==> config.mk <==
export PLATFORM = sky130hd
export DESIGN_NAME = cpu_sequencer
export DESIGN_NICKNAME = d
export VERILOG_FILES = /design/src/rtl/cpu_pkg.sv /design/src/rtl/irq_prio_enc.sv /design/src/rtl/cpu_sequencer.sv
export SDC_FILE = /design/constraint.sdc
export NUM_CORES = 1
export LEC_CHECK = 0
export ABC_AREA = 1
export CAP_MARGIN = 30
export CORE_ASPECT_RATIO = 0.8
export CORE_MARGIN = 2
export CORE_UTILIZATION = 48
export DETAILED_ROUTE_END_ITERATION = 8
export PLACE_DENSITY_LB_ADDON = 0.1
export SLEW_MARGIN = 10
export SYNTH_ARGS = -nofsm -noshare
export SYNTH_HDL_FRONTEND = slang
export SYNTH_SLANG_ARGS = --single-unit
==> constraint.sdc <==
create_clock -name clk -period 1.59 [get_ports clk]
set_input_delay 0.159 -clock clk [delete_from_list [all_inputs] [get_ports clk]]
set_output_delay 0.159 -clock clk [all_outputs]
set_load 0.01 [all_outputs]
==> src/rtl/cpu_pkg.sv <==
// Shared sequencer definitions: FSM states, INT instruction op codes and
// default interrupt vector layout (also used by instruction_decode).
package cpu_pkg;

    typedef enum logic [2:0] {
        ST_RUN       = 3'd0,
        ST_MEM_WAIT  = 3'd1,
        ST_INT_ENTRY = 3'd2,
        ST_HALTED    = 3'd3,
        ST_SOFT_RST  = 3'd4
    } seq_state_e;

    localparam logic [1:0] INT_DISABLE = 2'b00;
    localparam logic [1:0] INT_ENABLE  = 2'b01;
    localparam logic [1:0] INT_TRIGGER = 2'b10;
    localparam logic [1:0] INT_NOP     = 2'b11;

    localparam logic [15:0] VECTOR_BASE_DEF   = 16'h0010;
    localparam logic [15:0] VECTOR_STRIDE_DEF = 16'h0004;

    // Vector address wraps modulo 2^16 like the PC itself.
    function automatic logic [15:0] vector_addr(input logic [15:0] base,
                                                input logic [15:0] stride,
                                                input logic [15:0] idx);
        return base + idx * stride;
    endfunction

endpackage

==> src/rtl/irq_prio_enc.sv <==
// Lowest-index-first priority encoder: reports the index of the lowest set
// request bit and whether any bit is set.
module irq_prio_enc #(
    parameter int N     = 4,
    parameter int IDX_W = (N > 1) ? $clog2(N) : 1
) (
    input  logic [N-1:0]     req_i,
    output logic [IDX_W-1:0] idx_o,
    output logic             valid_o
);

    always_comb begin
        idx_o   = '0;
        valid_o = 1'b0;
        // Scan downwards so the lowest set index is the last one written.
        for (int k = N - 1; k >= 0; k--) begin
            if (req_i[k]) begin
                idx_o   = IDX_W'(k);
                valid_o = 1'b1;
            end
        end
    end

endmodule

==> src/rtl/cpu_sequencer.sv <==
// Core control FSM: retire enable, LOAD/STOR memory handshake, interrupt
// entry/return PC overrides, HALT and the timed soft reset pulse.
module cpu_sequencer
    import cpu_pkg::*;
#(
    parameter int          NUM_IRQ       = 4,
    parameter logic [15:0] VECTOR_BASE   = VECTOR_BASE_DEF,
    parameter logic [15:0] VECTOR_STRIDE = VECTOR_STRIDE_DEF,
    parameter int          RESET_CYCLES  = 4
) (
    input  logic               clk,
    input  logic               reset,
    input  logic [15:0]        pc,
    input  logic               halt_cmd,
    input  logic               rst_cmd,
    input  logic               return_cmd,
    input  logic               int_valid,
    input  logic [1:0]         int_op,
    input  logic               mem_op,
    input  logic               mem_ack,
    input  logic [NUM_IRQ-1:0] ext_irq,
    output logic               clk_en,
    output logic               mem_req,
    output logic               pc_load,
    output logic [15:0]        pc_load_value,
    output logic               core_reset,
    output logic [NUM_IRQ-1:0] irq_ack,
    output logic               int_enabled,
    output logic               in_isr,
    output logic               halted
);

    localparam int IDX_W = (NUM_IRQ > 1) ? $clog2(NUM_IRQ) : 1;
    localparam int CNT_W = $clog2(RESET_CYCLES + 1);

    seq_state_e         state_q, state_d;
    logic               int_en_q, int_en_d;
    logic               in_isr_q, in_isr_d;
    logic [NUM_IRQ-1:0] pending_q, pending_d;
    logic [15:0]        epc_q, epc_d;
    logic [CNT_W-1:0]   cnt_q, cnt_d;

    logic               take_irq;
    logic               sw_trig;
    logic               clr_irq_state;
    logic [IDX_W-1:0]   enc_idx;
    logic               enc_valid;
    logic [15:0]        vector;

    irq_prio_enc #(
        .N     (NUM_IRQ),
        .IDX_W (IDX_W)
    ) u_prio (
        .req_i   (pending_q),
        .idx_o   (enc_idx),
        .valid_o (enc_valid)
    );

    assign take_irq = int_en_q & ~in_isr_q & (|pending_q);
    assign vector   = vector_addr(VECTOR_BASE, VECTOR_STRIDE, 16'(enc_idx));

    always_ff @(posedge clk) begin
        if (reset) begin
            state_q   <= ST_RUN;
            int_en_q  <= 1'b0;
            in_isr_q  <= 1'b0;
            pending_q <= '0;
            epc_q     <= '0;
            cnt_q     <= '0;
        end else begin
            state_q   <= state_d;
            int_en_q  <= int_en_d;
            in_isr_q  <= in_isr_d;
            pending_q <= pending_d;
            epc_q     <= epc_d;
            cnt_q     <= cnt_d;
        end
    end

    always_comb begin
        state_d       = state_q;
        int_en_d      = int_en_q;
        in_isr_d      = in_isr_q;
        epc_d         = epc_q;
        cnt_d         = cnt_q;
        sw_trig       = 1'b0;
        clr_irq_state = 1'b0;
        clk_en        = 1'b0;
        mem_req       = 1'b0;
        pc_load       = 1'b0;
        pc_load_value = '0;
        irq_ack       = '0;

        unique case (state_q)
            ST_RUN: begin
                // The instruction under a taken interrupt is not retired;
                // epc points back at it so RETURN re-executes it.
                if (take_irq) begin
                    epc_d   = pc;
                    state_d = ST_INT_ENTRY;
                end else if (rst_cmd) begin
                    cnt_d   = CNT_W'(RESET_CYCLES);
                    state_d = ST_SOFT_RST;
                end else if (halt_cmd) begin
                    state_d = ST_HALTED;
                end else if (return_cmd) begin
                    pc_load       = 1'b1;
                    pc_load_value = epc_q;
                    in_isr_d      = 1'b0;
                    int_en_d      = 1'b1;
                end else if (mem_op) begin
                    mem_req = 1'b1;
                    clk_en  = mem_ack;
                    if (!mem_ack) begin
                        state_d = ST_MEM_WAIT;
                    end
                end else begin
                    clk_en = 1'b1;
                    if (int_valid) begin
                        case (int_op)
                            INT_DISABLE: int_en_d = 1'b0;
                            INT_ENABLE:  int_en_d = 1'b1;
                            INT_TRIGGER: sw_trig  = 1'b1;
                            default:     ;
                        endcase
                    end
                end
            end
            ST_MEM_WAIT: begin
                mem_req = 1'b1;
                clk_en  = mem_ack;
                if (mem_ack) begin
                    state_d = ST_RUN;
                end
            end
            ST_INT_ENTRY: begin
                pc_load       = enc_valid;
                pc_load_value = vector;
                irq_ack       = enc_valid ? (NUM_IRQ'(1) << enc_idx) : '0;
                in_isr_d      = 1'b1;
                int_en_d      = 1'b0;
                state_d       = ST_RUN;
            end
            ST_HALTED: begin
                // HALT was never retired, so the resume point is past it.
                if (take_irq) begin
                    epc_d   = pc + 16'd2;
                    state_d = ST_INT_ENTRY;
                end else if (int_valid && (int_op == INT_TRIGGER)) begin
                    sw_trig = 1'b1;
                end
            end
            ST_SOFT_RST: begin
                clr_irq_state = 1'b1;
                int_en_d      = 1'b0;
                in_isr_d      = 1'b0;
                if (cnt_q != '0) begin
                    cnt_d = cnt_q - CNT_W'(1);
                end
                if (cnt_q <= CNT_W'(1)) begin
                    state_d = ST_RUN;
                end
            end
            default: begin
                state_d = ST_RUN;
            end
        endcase

        pending_d = clr_irq_state ? '0
                  : ((pending_q | ext_irq | NUM_IRQ'(sw_trig)) & ~irq_ack);

        if (reset) begin
            clk_en        = 1'b0;
            mem_req       = 1'b0;
            pc_load       = 1'b0;
            pc_load_value = '0;
            irq_ack       = '0;
        end
    end

    assign core_reset  = (state_q == ST_SOFT_RST) && (cnt_q != '0);
    assign int_enabled = int_en_q;
    assign in_isr      = in_isr_q;
    assign halted      = (state_q == ST_HALTED);

endmodule

==> flow_metrics.env, run 1 <==
export IMPL_setup_viol=37
export IMPL_worstReg2RegEnd="epc_q[12]$_SDFFE_PP0P_"
export IMPL_hold_depth=3
export IMPL_worst_ep_arrival_time_ps=1670
export IMPL_tightest_slew_ps=346
export IMPL_worst_slack_ps=-242
export IMPL_leakage_nw=1.61
export IMPL_rows=20
export IMPL_grt_pass1_wl_mm=10.5
export IMPL_io_buffers=56
export IMPL_fmaxAchievable_mhz=546
export IMPL_diodes=0
export IMPL_reg2reg_depth=11
export IMPL_finalSetupTns_ps=-3010
export IMPL_finalHoldViolCount=0
export IMPL_fillers=193
export IMPL_cts_sinks=28
export IMPL_hold_buffers=0
export IMPL_worstSkewPairLatency_ps=290
export IMPL_rsz0062_at_grt="yes"
export IMPL_dpl_worst_slack_ps=-557
export IMPL_wl_per_cell_um=17.6
export IMPL_drt_iter0_drc=269
export IMPL_synthTopCellsByArea="dfxtp_1 28%, nand2_1 13%, nor2_1 8.8%, inv_1 8.4%, a21oi_1 6.0%"
export IMPL_maxCapViolations=0
export IMPL_vdd_ir_drop_max_mv=0.689
export IMPL_drive_gt1_share_pct=40.0
export IMPL_grt_max_degree=24
export IMPL_tritoncts="built"
export IMPL_area_delta_synth_final_pct=73.9
export IMPL_cts_buffers_inserted=3
export IMPL_grt_total_usage_pct=27.7
export IMPL_dr_total_vias=2954
export IMPL_syn_cell_area_sq_mm=0.00201
export IMPL_ant_nets=0
export IMPL_ys_types=31
export IMPL_critPathLaunchType="register"
export IMPL_ys_seq_area_share_pct=27.9
export IMPL_antenna_found_initial=0
export IMPL_die_width_um=76.3
export IMPL_clockRootBuffer="clkbuf_8"
export IMPL_clockBufferDepth=2
export IMPL_dp_cells=486
export IMPL_crit_path_end_kind="primary output"
export IMPL_htree_levels=1
export IMPL_design_area_sq_mm=0.00349
export IMPL_finalNonFillerCells=503
export IMPL_placed_area_sq_mm=0.00305
export IMPL_min_period_ps=1830
export IMPL_fin_skew_ps=7.37
export IMPL_syn_inst=325
export IMPL_min_to="state_q[1]$_SDFFE_PP0P_"
export IMPL_min_period_over_period_pct=115
export IMPL_slew_headroom_pct=76.7
export IMPL_start_util_pct=51.4
export IMPL_yosysTopAreaCell="dfxtp_1"
export IMPL_synth_area_per_cell_sq_um=6.17
export IMPL_grt_pass1_vias=2331
export IMPL_hpwl_mm=4.73
export IMPL_drc=0
export IMPL_status="finished, violations left"
export IMPL_firstDrtPassIters=6
export IMPL_rrSetupSlack_ps=-110
export IMPL_dieArea_sq_mm=0.00471
export IMPL_overflow=0
export IMPL_timing_rr_start="int_enabled$_SDFFE_PP0P_"
export IMPL_cellPowerDensity_mw_per_mm2=1290
export IMPL_crit_type="register to primary output"
export IMPL_core_area_sq_mm=0.00390
export IMPL_path_max_fanout=5
export IMPL_min_from="halt_cmd"
export IMPL_synth_fp_nets=359
export IMPL_ys_warn_count=0
export IMPL_final_nets=483
export IMPL_ioPinCount=57
export IMPL_viasPerCell=5.87
export IMPL_total_power_mw=4.51
export IMPL_ys_ff_latch=28
export IMPL_maxSlewViolCount=0
export IMPL_synth_top_area_share_pct=27.9
export IMPL_gp_congestion=0.894
export IMPL_required_ps=1430
export IMPL_hold_path_class="input pin to register"
export IMPL_violations="setup timing"
export IMPL_die_y_um=61.8
export IMPL_clk_pin_slew_worst_paths_ps=110
export IMPL_drt_total_wl_mm=8.87
[per-stage QoR]
| step | utilization [%] | hold slack [ps] |
|---|---|---|
| after global routing | 89.3 | 350 |
| after CTS | 82.1 | 317 |
| after global placement | 78.2 | 470 |
| final | 89.3 | 329 |
| after detailed placement | 78.2 | 472 |
| after floorplan | - | 308 |
[cells in the final DEF (no fill, tap or decap), types with 3 or more instances in the layout]
master and instances:
dfxtp_1 23, nand3_4 5, clkdlybuf4s50_1 30, inv_1 39, buf_6 6, xor2_1 7
nor2_4 8, buf_2 22, ha_1 4, clkbuf_8 3, buf_4 61, o21ai_2 7
nand3_2 7, a21oi_1 18, nor2_1 32, nand3_1 13, nand2_2 7, nand2_1 64
nand4_1 13, nor2_2 12, dfxtp_2 3, nand3b_1 3, a21oi_2 7, o21ai_0 10
buf_12 4, nor3_2 6, inv_2 7
[critical path, stage by stage, from the launching register on]
cell	delay (ps)
dfxtp_4	380
nor2_4	120
nand2_2	80
nor2_4	130
buf_4	160
nand4_1	150
a21oi_2	200
buf_2	150
[sequential cells by signal, summed over array words and instances, names as in the netlist]
| name | count |
|---|---|
| int_enabled | 1 |
| state_q | 3 |
| pending_q | 4 |
| cnt_q | 3 |
| epc_q | 16 |
| in_isr | 1 |
[cells by family after synthesis]
kind of cell             synth area share, %
AND/OR/NAND/NOR                         40.7
buffers and inverters                   12.2
AO/OA/AOI/OAI                           13.6
flip-flops                              27.9
XOR/XNOR                                3.06
adder cells (fa/ha/maj)                 2.50
[how the worst max path moves through the flow]
stage	start	to	slack [ps]	cells past startpoint
after global placement	rst_cmd	pc_load_value[15]	-470	8
final	state_q[1]$_SDFFE_PP0P_	pc_load_value[2]	-240	7
after floorplan	state_q[0]$_SDFFE_PP0P_	pc_load_value[13]	110	7
after CTS	state_q[0]$_SDFFE_PP0P_	core_reset	-140	8
after detailed placement	rst_cmd	pc_load_value[12]	-560	8
after global routing	state_q[1]$_SDFFE_PP0P_	pc_load_value[2]	-280	7
[synth_stat cells, drive strengths merged]
| cell | count |
|---|---|
| buf | 6 |
| nand3 | 25 |
| a31oi | 2 |
| nand4 | 13 |
| nor3 | 9 |
| nor4 | 1 |
| o21a | 1 |
| clkbuf | 4 |
| inv | 47 |
| o21ai | 20 |
| nor2 | 53 |
| o21bai | 1 |
| dfxtp | 28 |
| o211a | 1 |
| or2 | 1 |
| ha | 4 |
| o22ai | 1 |
| xor2 | 7 |
| a21oi | 25 |
| nand3b | 3 |
| nand2 | 73 |
[power breakdown]
part	switching, mW	total (mW)	internal (mW)	leakage (nW)
sequential	0.173	1.12	0.948	0.231
combinational	1.54	2.80	1.26	1.35
clock	0.253	0.591	0.338	0.0357
total	1.97	4.51	2.54	1.61
[repair_timing]
action | in CTS | in global routing
setup endpoints to repair | 25 | 44
pin swaps | 11 | 22
gates resized for setup | 109 | 82
endpoints found under the hold margin | 0 | 0
cloned | 0 | 3
buffers inserted | 6 | 5
[metal layers]
layer	vias up	part of all wire (%)	GRT usage (%)	routed length [um]
met2	238	47	47.4	4180
met1	1367	38	35.9	3400
met4	0	4.0	9.35	359
met5	-	0	0	0
li1	1298	-	-	-
met3	51	10	5.78	928
[cell type report]
class / instances / area (sq um) / area share [%]
well taps: 55 / 68.8 / 1.97
repair buffers: 129 / 1100 / 31.5
flip-flops and latches: 28 / 572 / 16.4
inverters: 47 / 179 / 5.13
clock buffers: 3 / 41.3 / 1.18
multi-input cells: 240 / 1500 / 42.9
clock inverters: 1 / 30.0 / 0.861
(Power assumes the default switching activity.)
==> run 2, diff against run 1 <==
--- a/config.mk
+++ b/config.mk
@@ -12,6 +12,7 @@
 export CORE_UTILIZATION = 48
 export DETAILED_ROUTE_END_ITERATION = 8
 export PLACE_DENSITY_LB_ADDON = 0.1
+export SKIP_CTS_REPAIR_TIMING = 1
 export SLEW_MARGIN = 10
 export SYNTH_ARGS = -nofsm -noshare
 export SYNTH_HDL_FRONTEND = slang
==> run 2 against run 1 <==
Compared with the run above: highest routed layer unchanged; register-to-register slack gained 30 ps; the flow still finishes with violations (setup timing); first-iteration DRC count grew 30%; clock-buffer cell count is the same; largest cell class unchanged.
==> flow_metrics.env, run 2 (synthesis gave the netlist of run 1 again) <==
export IMPL_status="finished, violations left"
export IMPL_violations="setup timing"
export IMPL_worst_ep_arrival_time_ps=1550
export IMPL_gp_congestion=0.894
export IMPL_crit_top_cell="nor2_4"
export IMPL_finalNonFillerCells=499
export IMPL_slowest_stage="dfxtp_4"
export IMPL_post_route_util_pct=85.2
export IMPL_die_width_um=76.3
export IMPL_top_regs="epc_q (16), pending_q (4)"
export IMPL_grt_pass1_wl_mm=10.1
export IMPL_required_ps=1430
export IMPL_rows=20
export IMPL_crit_type="register to primary output"
export IMPL_crit_path_end_kind="primary output"
export IMPL_path_max_fanout=14
export IMPL_antenna_found_initial=0
export IMPL_clockBufferDepth=2
export IMPL_tritoncts="built"
export IMPL_critPathLaunchType="register"
export IMPL_drt_total_wl_mm=7.84
export IMPL_grt_pass1_vias=2264
export IMPL_io_buffers=56
export IMPL_rsz0062_at_grt="yes"
export IMPL_path_cells="nor2_4, nand2_2, nor2_4, nand3_2, buf_12, nor3_2, buf_2"
export IMPL_whs_ps=244
export IMPL_largest_register="epc_q"
export IMPL_total_power_mw=4.23
export IMPL_cellPowerDensity_mw_per_mm2=1270
export IMPL_clockRootBuffer="clkbuf_8"
export IMPL_maxSlewViolCount=0
export IMPL_tightest_slew_ps=333
export IMPL_fin_skew_ps=11.2
export IMPL_overflow=0
export IMPL_wl_per_cell_um=15.7
export IMPL_die_y_um=61.8
export IMPL_final_common_cell="nand2_1"
export IMPL_drt_iter0_drc=349
export IMPL_dieArea_sq_mm=0.00471
export IMPL_start_util_pct=51.4
export IMPL_hpwl_mm=4.73
export IMPL_htree_levels=1
export IMPL_area_delta_synth_final_pct=65.9
export IMPL_ant_nets=0
export IMPL_leakage_nw=1.61
export IMPL_critPathMaxStageDelay_ps=380
export IMPL_clk_pin_slew_worst_paths_ps=110
export IMPL_maxCapViolations=0
export IMPL_worst_slack_ps=-121
export IMPL_fmaxAchievable_mhz=585
export IMPL_finalHoldViolCount=0
export IMPL_cts_sinks=28
export IMPL_final_nets=479
export IMPL_min_period_over_period_pct=108
export IMPL_cts_buffers_inserted=3
export IMPL_slew_headroom_pct=77.6
export IMPL_drive_gt1_share_pct=34.5
export IMPL_viasPerCell=5.57
export IMPL_grt_total_usage_pct=26.5
export IMPL_largest_reg_flops=16
export IMPL_min_period_ps=1710
export IMPL_vdd_ir_drop_max_mv=0.752
export IMPL_drc=0
export IMPL_diodes=0
export IMPL_ioPinCount=57
export IMPL_worstSkewPairLatency_ps=290
export IMPL_firstDrtPassIters=5
export IMPL_hold_path_class="input pin to register"
export IMPL_final_cell_mix="65 x nand2_1, 59 x buf_4, 42 x inv_1"
export IMPL_dr_total_vias=2778
export IMPL_grt_max_degree=24
export IMPL_setup_viol=20
export IMPL_dp_cells=486
export IMPL_core_area_sq_mm=0.00390
-- run 2: worst paths after layout --
path                            from                       to  slack, ps  cells past startpoint
min                         halt_cmd  state_q[1]$_SDFFE_PP0P_        240                      3
max reg2reg  state_q[1]$_SDFFE_PP0P_      in_isr$_SDFFE_PP0P_        -80                     10
min reg2reg    epc_q[0]$_SDFFE_PP0P_    epc_q[0]$_SDFFE_PP0P_        510                      2
max          state_q[0]$_SDFFE_PP0P_        pc_load_value[12]       -120                      7
-- run 2: final cells by class --
type	instances	area (sq um)
Fill cell	243	577
Sequential cell	28	571
Tap cell	55	68.8
Clock inverter	1	30.0
Multi-Input combinational cell	240	1390
Timing Repair Buffer	125	1050
Inverter	47	176
Clock buffer	3	41.3
-- run 2: per-stage QoR --
step / instance area (sq um) / setup WS, ps / TNS, ps
global route: 3330 / -178 / -2700
finish: 3330 / -121 / -1440
detailed placement: 3050 / -557 / -9650
CTS: 3130 / -634 / -12250
floorplan: 2010 / 113 / 0
global placement: 3050 / -471 / -8980
-- run 2: critical path: cells and delay by family (launching register included) --
family | cells | cell delay (ps)
DFF | 1 | 380
buffers and inverters | 2 | 320
and+or+nand+nor | 5 | 550
-- run 2: routing by layer --
metal  global-route usage [%]  part of all wire [%]
met1                     35.0                    40
met2                     46.8                    48
met3                     4.05                   9.9
met4                     7.01                   2.5
met5                        0                     0
-- run 2: power by group --
part | total [mW] | switching (mW) | internal, mW
Sequential | 1.10 | 0.154 | 0.944
Clock | 0.593 | 0.255 | 0.338
Combinational | 2.54 | 1.39 | 1.15
